[src/rtl/rpl_cap_pkg.sv]
// Shared types for the RPL capture unit: command opcodes, FSM states and the
// capture record layout held in the capture table.
package rpl_cap_pkg;

  localparam int CAP_POS_W  = 16;
  localparam int CAP_NAME_W = 8;
  localparam int CAP_DEPTH  = 64;
  localparam int CAP_IDX_W  = $clog2(CAP_DEPTH);
  localparam int CAP_LVL_W  = 6;

  typedef enum logic [1:0] {
    OP_OPEN     = 2'd0,
    OP_CLOSE    = 2'd1,
    OP_ROLLBACK = 2'd2,
    OP_FINISH   = 2'd3
  } cap_op_e;

  typedef enum logic [1:0] {
    ST_IDLE = 2'd0,
    ST_EMIT = 2'd1,
    ST_DONE = 2'd2
  } cap_state_e;

  typedef struct packed {
    logic                  matched;
    logic [CAP_NAME_W-1:0] name;
    logic [CAP_POS_W-1:0]  start_pos;
    logic [CAP_POS_W-1:0]  end_pos;
    logic [CAP_LVL_W-1:0]  level;
    logic [CAP_IDX_W-1:0]  parent;
  } cap_rec_t;

endpackage

[src/rtl/rpl_cap_table.sv]
// Capture record storage: one full-record write port for OPEN, a field write of
// end/matched for CLOSE, and two asynchronous read ports (current and scan).
module rpl_cap_table
  import rpl_cap_pkg::*;
#(
  parameter int DEPTH = CAP_DEPTH,
  parameter int IDX_W = $clog2(DEPTH)
) (
  input  logic                 clk,
  input  logic                 wr_en,
  input  logic [IDX_W-1:0]     wr_addr,
  input  cap_rec_t             wr_data,
  input  logic                 cl_en,
  input  logic [IDX_W-1:0]     cl_addr,
  input  logic [CAP_POS_W-1:0] cl_end,
  input  logic [IDX_W-1:0]     rd_a_addr,
  output logic [CAP_LVL_W-1:0] rd_a_level,
  output logic [IDX_W-1:0]     rd_a_parent,
  input  logic [IDX_W-1:0]     rd_b_addr,
  output cap_rec_t             rd_b_data
);

  cap_rec_t mem [DEPTH];

  // Entries are never cleared; the owner tracks which ones are live.
  always_ff @(posedge clk) begin
    if (wr_en) begin
      mem[wr_addr] <= wr_data;
    end
    if (cl_en) begin
      mem[cl_addr].end_pos <= cl_end;
      mem[cl_addr].matched <= 1'b1;
    end
  end

  assign rd_a_level  = mem[rd_a_addr].level;
  assign rd_a_parent = mem[rd_a_addr].parent;
  assign rd_b_data   = mem[rd_b_addr];

endmodule

[src/rtl/rpl_capture_unit.sv]
// Capture tree builder for the RPL matcher: applies OPEN/CLOSE/ROLLBACK/FINISH
// commands and streams matched capture records in creation order at finish.
module rpl_capture_unit
  import rpl_cap_pkg::*;
#(
  parameter int POS_W  = CAP_POS_W,
  parameter int NAME_W = CAP_NAME_W,
  parameter int DEPTH  = CAP_DEPTH,
  parameter int IDX_W  = $clog2(DEPTH),
  parameter int LVL_W  = CAP_LVL_W
) (
  input  logic              clk,
  input  logic              rst,
  input  logic              cmd_valid,
  output logic              cmd_ready,
  input  logic [1:0]        cmd_op,
  input  logic [NAME_W-1:0] cmd_name,
  input  logic [POS_W-1:0]  cmd_pos,
  input  logic [IDX_W-1:0]  cmd_idx,
  output logic [IDX_W-1:0]  cur_idx,
  output logic              out_valid,
  input  logic              out_ready,
  output logic [NAME_W-1:0] out_name,
  output logic [POS_W-1:0]  out_start,
  output logic [POS_W-1:0]  out_end,
  output logic [LVL_W-1:0]  out_level,
  output logic [IDX_W-1:0]  out_parent,
  output logic              out_last,
  output logic              done,
  output logic              match_ok,
  output logic [POS_W-1:0]  match_end,
  output logic              overflow,
  output logic              underflow
);

  localparam logic [1:0] S_IDLE = ST_IDLE;
  localparam logic [1:0] S_EMIT = ST_EMIT;
  localparam logic [1:0] S_DONE = ST_DONE;

  logic [1:0]       state;
  logic [IDX_W:0]   count;
  logic [IDX_W-1:0] cur;
  logic [IDX_W-1:0] scan;
  logic [IDX_W-1:0] last_m;
  logic             has_m;

  logic             is_full;
  logic             is_empty;
  logic             cmd_fire;
  logic             wr_en;
  logic             cl_en;
  cap_rec_t         wr_rec;
  cap_rec_t         rec_scan;
  logic [LVL_W-1:0] cur_level;
  logic [IDX_W-1:0] cur_parent;
  logic [IDX_W-1:0] scan_addr;

  assign is_full   = (count == (IDX_W+1)'(DEPTH));
  assign is_empty  = (count == '0);
  assign cmd_ready = (state == S_IDLE);
  assign cmd_fire  = cmd_valid && cmd_ready;
  assign cur_idx   = cur;

  // The scan port doubles as the entry-0 reader while reporting the result.
  assign scan_addr = (state == S_DONE) ? '0 : scan;
  assign done      = (state == S_DONE);
  assign match_ok  = done && !is_empty && rec_scan.matched;
  assign match_end = match_ok ? rec_scan.end_pos : '0;

  always_comb begin
    wr_en            = cmd_fire && (cmd_op == OP_OPEN) && !is_full;
    cl_en            = cmd_fire && (cmd_op == OP_CLOSE) && !is_empty;
    wr_rec           = '0;
    wr_rec.name      = cmd_name;
    wr_rec.start_pos = cmd_pos;
    wr_rec.level     = is_empty ? '0 : cur_level + 1'b1;
    wr_rec.parent    = cur;
  end

  rpl_cap_table #(
    .DEPTH(DEPTH),
    .IDX_W(IDX_W)
  ) u_table (
    .clk        (clk),
    .wr_en      (wr_en),
    .wr_addr    (count[IDX_W-1:0]),
    .wr_data    (wr_rec),
    .cl_en      (cl_en),
    .cl_addr    (cur),
    .cl_end     (cmd_pos),
    .rd_a_addr  (cur),
    .rd_a_level (cur_level),
    .rd_a_parent(cur_parent),
    .rd_b_addr  (scan_addr),
    .rd_b_data  (rec_scan)
  );

  always_ff @(posedge clk) begin
    if (rst) begin
      state      <= S_IDLE;
      count      <= '0;
      cur        <= '0;
      scan       <= '0;
      last_m     <= '0;
      has_m      <= 1'b0;
      overflow   <= 1'b0;
      underflow  <= 1'b0;
      out_valid  <= 1'b0;
      out_name   <= '0;
      out_start  <= '0;
      out_end    <= '0;
      out_level  <= '0;
      out_parent <= '0;
      out_last   <= 1'b0;
    end else begin
      case (state)
        S_IDLE: begin
          if (cmd_valid) begin
            case (cmd_op)
              OP_OPEN: begin
                if (is_full) begin
                  overflow <= 1'b1;
                end else begin
                  cur   <= count[IDX_W-1:0];
                  count <= count + 1'b1;
                end
              end
              OP_CLOSE: begin
                if (is_empty) begin
                  underflow <= 1'b1;
                end else begin
                  cur   <= cur_parent;
                  has_m <= 1'b1;
                  if (cur > last_m) last_m <= cur;
                end
              end
              OP_ROLLBACK: begin
                cur <= ({1'b0, cmd_idx} < count) ? cmd_idx : '0;
              end
              default: begin
                scan  <= '0;
                state <= (is_empty || !has_m) ? S_DONE : S_EMIT;
              end
            endcase
          end
        end
        // Unmatched entries cost one idle cycle; the highest matched index ends the stream.
        S_EMIT: begin
          if (!out_valid || out_ready) begin
            if (out_valid && out_last) begin
              out_valid <= 1'b0;
              state     <= S_DONE;
            end else begin
              scan      <= scan + 1'b1;
              out_valid <= rec_scan.matched;
              if (rec_scan.matched) begin
                out_name   <= rec_scan.name;
                out_start  <= rec_scan.start_pos;
                out_end    <= rec_scan.end_pos;
                out_level  <= rec_scan.level;
                out_parent <= rec_scan.parent;
                out_last   <= (scan == last_m);
              end
            end
          end
        end
        S_DONE: begin
          count  <= '0;
          cur    <= '0;
          scan   <= '0;
          last_m <= '0;
          has_m  <= 1'b0;
          state  <= S_IDLE;
        end
        default: state <= S_IDLE;
      endcase
    end
  end

endmodule

[config.mk]
export PLATFORM = sky130hd
export DESIGN_NAME = rpl_capture_unit
export DESIGN_NICKNAME = d
export VERILOG_FILES = /design/src/rtl/rpl_cap_pkg.sv /design/src/rtl/rpl_cap_table.sv /design/src/rtl/rpl_capture_unit.sv
export SDC_FILE = /design/constraint.sdc
export NUM_CORES = 2
export LEC_CHECK = 0
export CORE_ASPECT_RATIO = 0.9
export CORE_MARGIN = 2
export CORE_UTILIZATION = 30
export CTS_CLUSTER_DIAMETER = 80
export DETAILED_ROUTE_END_ITERATION = 10
export PLACE_DENSITY = 0.42
export SYNTH_ARGS = -nofsm -noshare
export SYNTH_HDL_FRONTEND = slang
export SYNTH_SLANG_ARGS = --single-unit
[constraint.sdc]
create_clock -name clk -period 6.08 [get_ports clk]
set_input_delay 1.216 -clock clk [delete_from_list [all_inputs] [get_ports clk]]
set_output_delay 1.216 -clock clk [all_outputs]
set_load 0.05 [all_outputs]
==> flow_summary_export.csv <==
group,metric,value,unit
global_route,antenna_found_initial,46,
power_and_ir_drop,power_frac_comb,0.084,
sta,skew,0.101,ns
flow_run,cap_violations,0,
layout,ff_latch_area,104000,um2
synth,async_flop_share,0,
drt,ant_nets,0,
sta,fmax,0.166,GHz
setup_path,critPathMostFrequentCell,"o211ai_1",
sta,max_slew_margin,0.110,
synth,synth_edf_count,3392,
clocking,htreeDepth,5,
clocking,clk_transition_reported_paths,0.06,ns
global_route,grt_pass1_wl,769000,um
synth,synthesis.instances,8759,
clocking,cts.sinks,3482,
sta,fin_crit_sh,0.991,
drt,drt_iter0_drc,11500,
synth,synth.area.top_cells,"edfxtp_1 71%, mux4_2 7.0%, mux2i_1 2.7%",
drt,drcViolationCount,0,
setup_path,critPathKind,"register to output port",
layout,drive_above_1_share,0.200,
synth,ys_ff_latch,3482,
clocking,cts_root_buf,"clkbuf_16",
clocking,cts_tree,"done",
synth,synth_top_area_frac,0.708,
sta,layout_min_cycle_time,6.02,ns
power_and_ir_drop,p_leak,0.0506,uW
placement,pre_cts_ws,0.566,ns
layout,fin_util,0.350,
setup_path,crit_fanout,35,
clocking,clk_path_buf_depth,4,
setup_path,slowest_stage,"o211ai_1",
setup_path,critPathTopFamily,"compound AO/OA/AOI/OAI gates",
drt,firstDrtPassIters,5,
drt,wl,569000,um
synth,synth_area,144000,um2
setup_path,cp_num_buf_inv,3,
synth,yosysMostFrequentCell,"edfxtp_1",
power_and_ir_drop,powerDensity,326,nW/um2
floorplan,die_area,485000,um2
synth,synth_cell_type_count,85,
clocking,holdBufCountCts,0,
layout,multiInputGateArea,37300,um2
floorplan,core,478000,um2
sta,whs,0.453,ns
placement,hpwl,335000,um
clocking,cts_buffers,383,
layout,nFillCells,45000,
setup_path,required,4.86,ns
setup_path,worstPathCellList,"inv_6 -> nor2_4 -> buf_12 -> mux4_2 -> o211ai_1 -> o211ai_1 -> nand4_1 -> nor2_1 -> buf_4",
placement,placedCellCount,15000,
global_route,grt_usage,0.227,
global_route,grt_overflow,0,
sta,rsz0062_at_grt,"false",
sta,tns,0,ns
floorplan,row_count,241,
layout,fin_cells,15700,
synth,synth_flop_cell,"edfxtp_1",
global_route,grt_pass1_vias,87800,
sta,worst_pin_slew,1.34,ns
global_route,grt_max_degree,114,
drt,routed_via_density,5.69,
synth,avgSynthCellArea,16.4,um2
sta,finalHoldViolCount,0,
drt,vias,89500,
drt,wl_per_cell,36.1,um
power_and_ir_drop,power.switching,13400,uW
setup_path,cp.arrival,4.81,ns
power_and_ir_drop,power_frac_clock,0.427,
synth,ys_top_cells_by_count,"3392 x edfxtp_1, 619 x nand2_1, 445 x mux4_2, 388 x mux2i_1, 382 x nor2_1",
power_and_ir_drop,power_frac_seq,0.489,
layout,syn_to_final_growth,16.4,%
floorplan,num_io_pins,117,
setup_path,critPathLaunchType,"register",
floorplan,die_x,734,um
floorplan,start_util,0.301,
placement,io_buffer_count,116,
synth,netlist.top_cell.by_area,"edfxtp_1",
sta,final_max_slew_viol_count,0,
power_and_ir_drop,p_sw_frac,0.245,
synth,syn-num-nets,8814,
setup_path,max_stage_delay,0.66,ns
sta,setup_slack,0.0577,ns
synth,yosys_warnings,0,
power_and_ir_drop,power.ir.vdd_worst,0.231,mV
floorplan,fp.dieH,661,um
setup_path,cp-end-kind,"output port",
outcome,status,"finished clean",
sta,finalSetupViolCount,0,
layout,nNetsFinal,9150,
clocking,clk-insertion-delay-late,1.01,ns
synth,ys_seq_area_frac,0.721,
min_path,min_path_type,"register to register",
power_and_ir_drop,intPower,41100,uW
placement,place_congestion,0.839,
[layout make-up]
type,instances,area share
Tap cell,6318,0.0472
Timing Repair Buffer,622,0.0348
Multi-Input combinational cell,4553,0.223
Clock inverter,207,0.0122
Clock buffer,495,0.0614
Antenna cell,17,0.000254
Sequential cell,3482,0.620
Inverter,53,0.00138
[worst register-to-register path, stage by stage, from the launching register on]
cell and delay [ns]:
dfxtp_4 0.66, clkinv_1 0.24, buf_4 0.40, nor2_1 1.04
buf_4 0.29, o21ai_0 0.09, o22ai_1 0.46, a221o_2 0.83
buf_4 0.39, nor2_2 0.23, a32o_1 0.32
[kinds of logic (layout without fill, tap and decap cells)]
| group | count (synthesis) | in the layout | synth area share |
|---|---|---|---|
| AOI/OAI and AO/OA | 1924 | 1925 | 0.0918 |
| xor gates and xnor gates | 18 | 18 | 0.00110 |
| adders and majority gates | 19 | 19 | 0.00165 |
| buffers and inverters | 726 | 1377 | 0.0257 |
| DFF | 3482 | 3482 | 0.721 |
| muxes | 968 | 968 | 0.107 |
| other | 0 | 17 | 0 |
| and+or+nand+nor | 1622 | 1623 | 0.0514 |
[power groups by stage]
stage | sequential (uW) | combinational [uW] | clock, uW
after detailed placement | 27200 | 4500 | 0
after CTS | 26700 | 4540 | 23700
after floorplan | 27200 | 2470 | 0
after global routing | 26600 | 4790 | 24600
after global placement | 27200 | 4500 | 0
final | 26700 | 4580 | 23300
[cell usage in the layout (no fill, tap or decap), types with 43 or more instances in the layout]
| master | instances |
|---|---|
| buf_4 | 450 |
| buf_12 | 69 |
| o2111ai_1 | 48 |
| nand2_1 | 615 |
| clkbuf_16 | 387 |
| clkbuf_1 | 89 |
| a31oi_1 | 124 |
| mux4_2 | 445 |
| a21oi_1 | 267 |
| a311oi_1 | 91 |
| mux2_2 | 135 |
| dfxtp_1 | 82 |
| clkdlybuf4s50_1 | 98 |
| o221ai_1 | 116 |
| nor2_1 | 269 |
| a211oi_1 | 209 |
| o22ai_1 | 212 |
| mux2i_1 | 388 |
| and3_1 | 81 |
| clkinv_1 | 68 |
| edfxtp_1 | 3392 |
| o21ai_0 | 363 |
| nor2b_1 | 100 |
| o211ai_1 | 148 |
| nor3_1 | 44 |
| nor2_4 | 78 |
| a221oi_1 | 45 |
| nand3_1 | 201 |
| clkinv_2 | 76 |
| inv_1 | 43 |
[path summary, 6_finish.rpt]
kind / start / endpoint / slack [ns] / cells past startpoint
worst max-delay path: scan[2] / match_end[2] / 0.06 / 9
worst max register to register: scan[3] / out_name[4] / 0.95 / 10
worst min register to register: out_end[8] / out_end[8] / 0.45 / 2
worst min-delay path: out_end[8] / out_end[8] / 0.45 / 2
[repair_timing]
item,in CTS,in global routing
buffers inserted,1,4
gates resized for setup,8,8
endpoints found under the setup margin,17,15
cloned,1,1
pin swaps,5,2
[state kept, by name (all words and copies together) (netlist names), named ones only]
signal	cells
out_name	8
count	7
last_m	6
scan	6
overflow	1
out_end	16
has_m	1
out_parent	6
cur_idx	6
underflow	1
out_valid	1
u_table.mem	3392
out_start	16
state	2
out_level	6
out_last	1
[per-layer routing]
metal  global-route usage  wire (um)  vias up  part of all wire
li1                     -          -    36300                 -
met1                0.319     244000    48000              0.43
met2                0.358     259000     4388              0.46
met3               0.0379      44000      907             0.077
met4               0.0766      21700        8             0.038
met5                    0         55        -          0.000097
[per-stage QoR]
stage,power (uW),cell area [um2]
after global routing,56000,167000
after floorplan,29700,144000
after detailed placement,31700,155000
after global placement,31700,155000
after CTS,54900,167000
final,54500,167000
No activity file was read; power rests on OpenSTA's default activity.
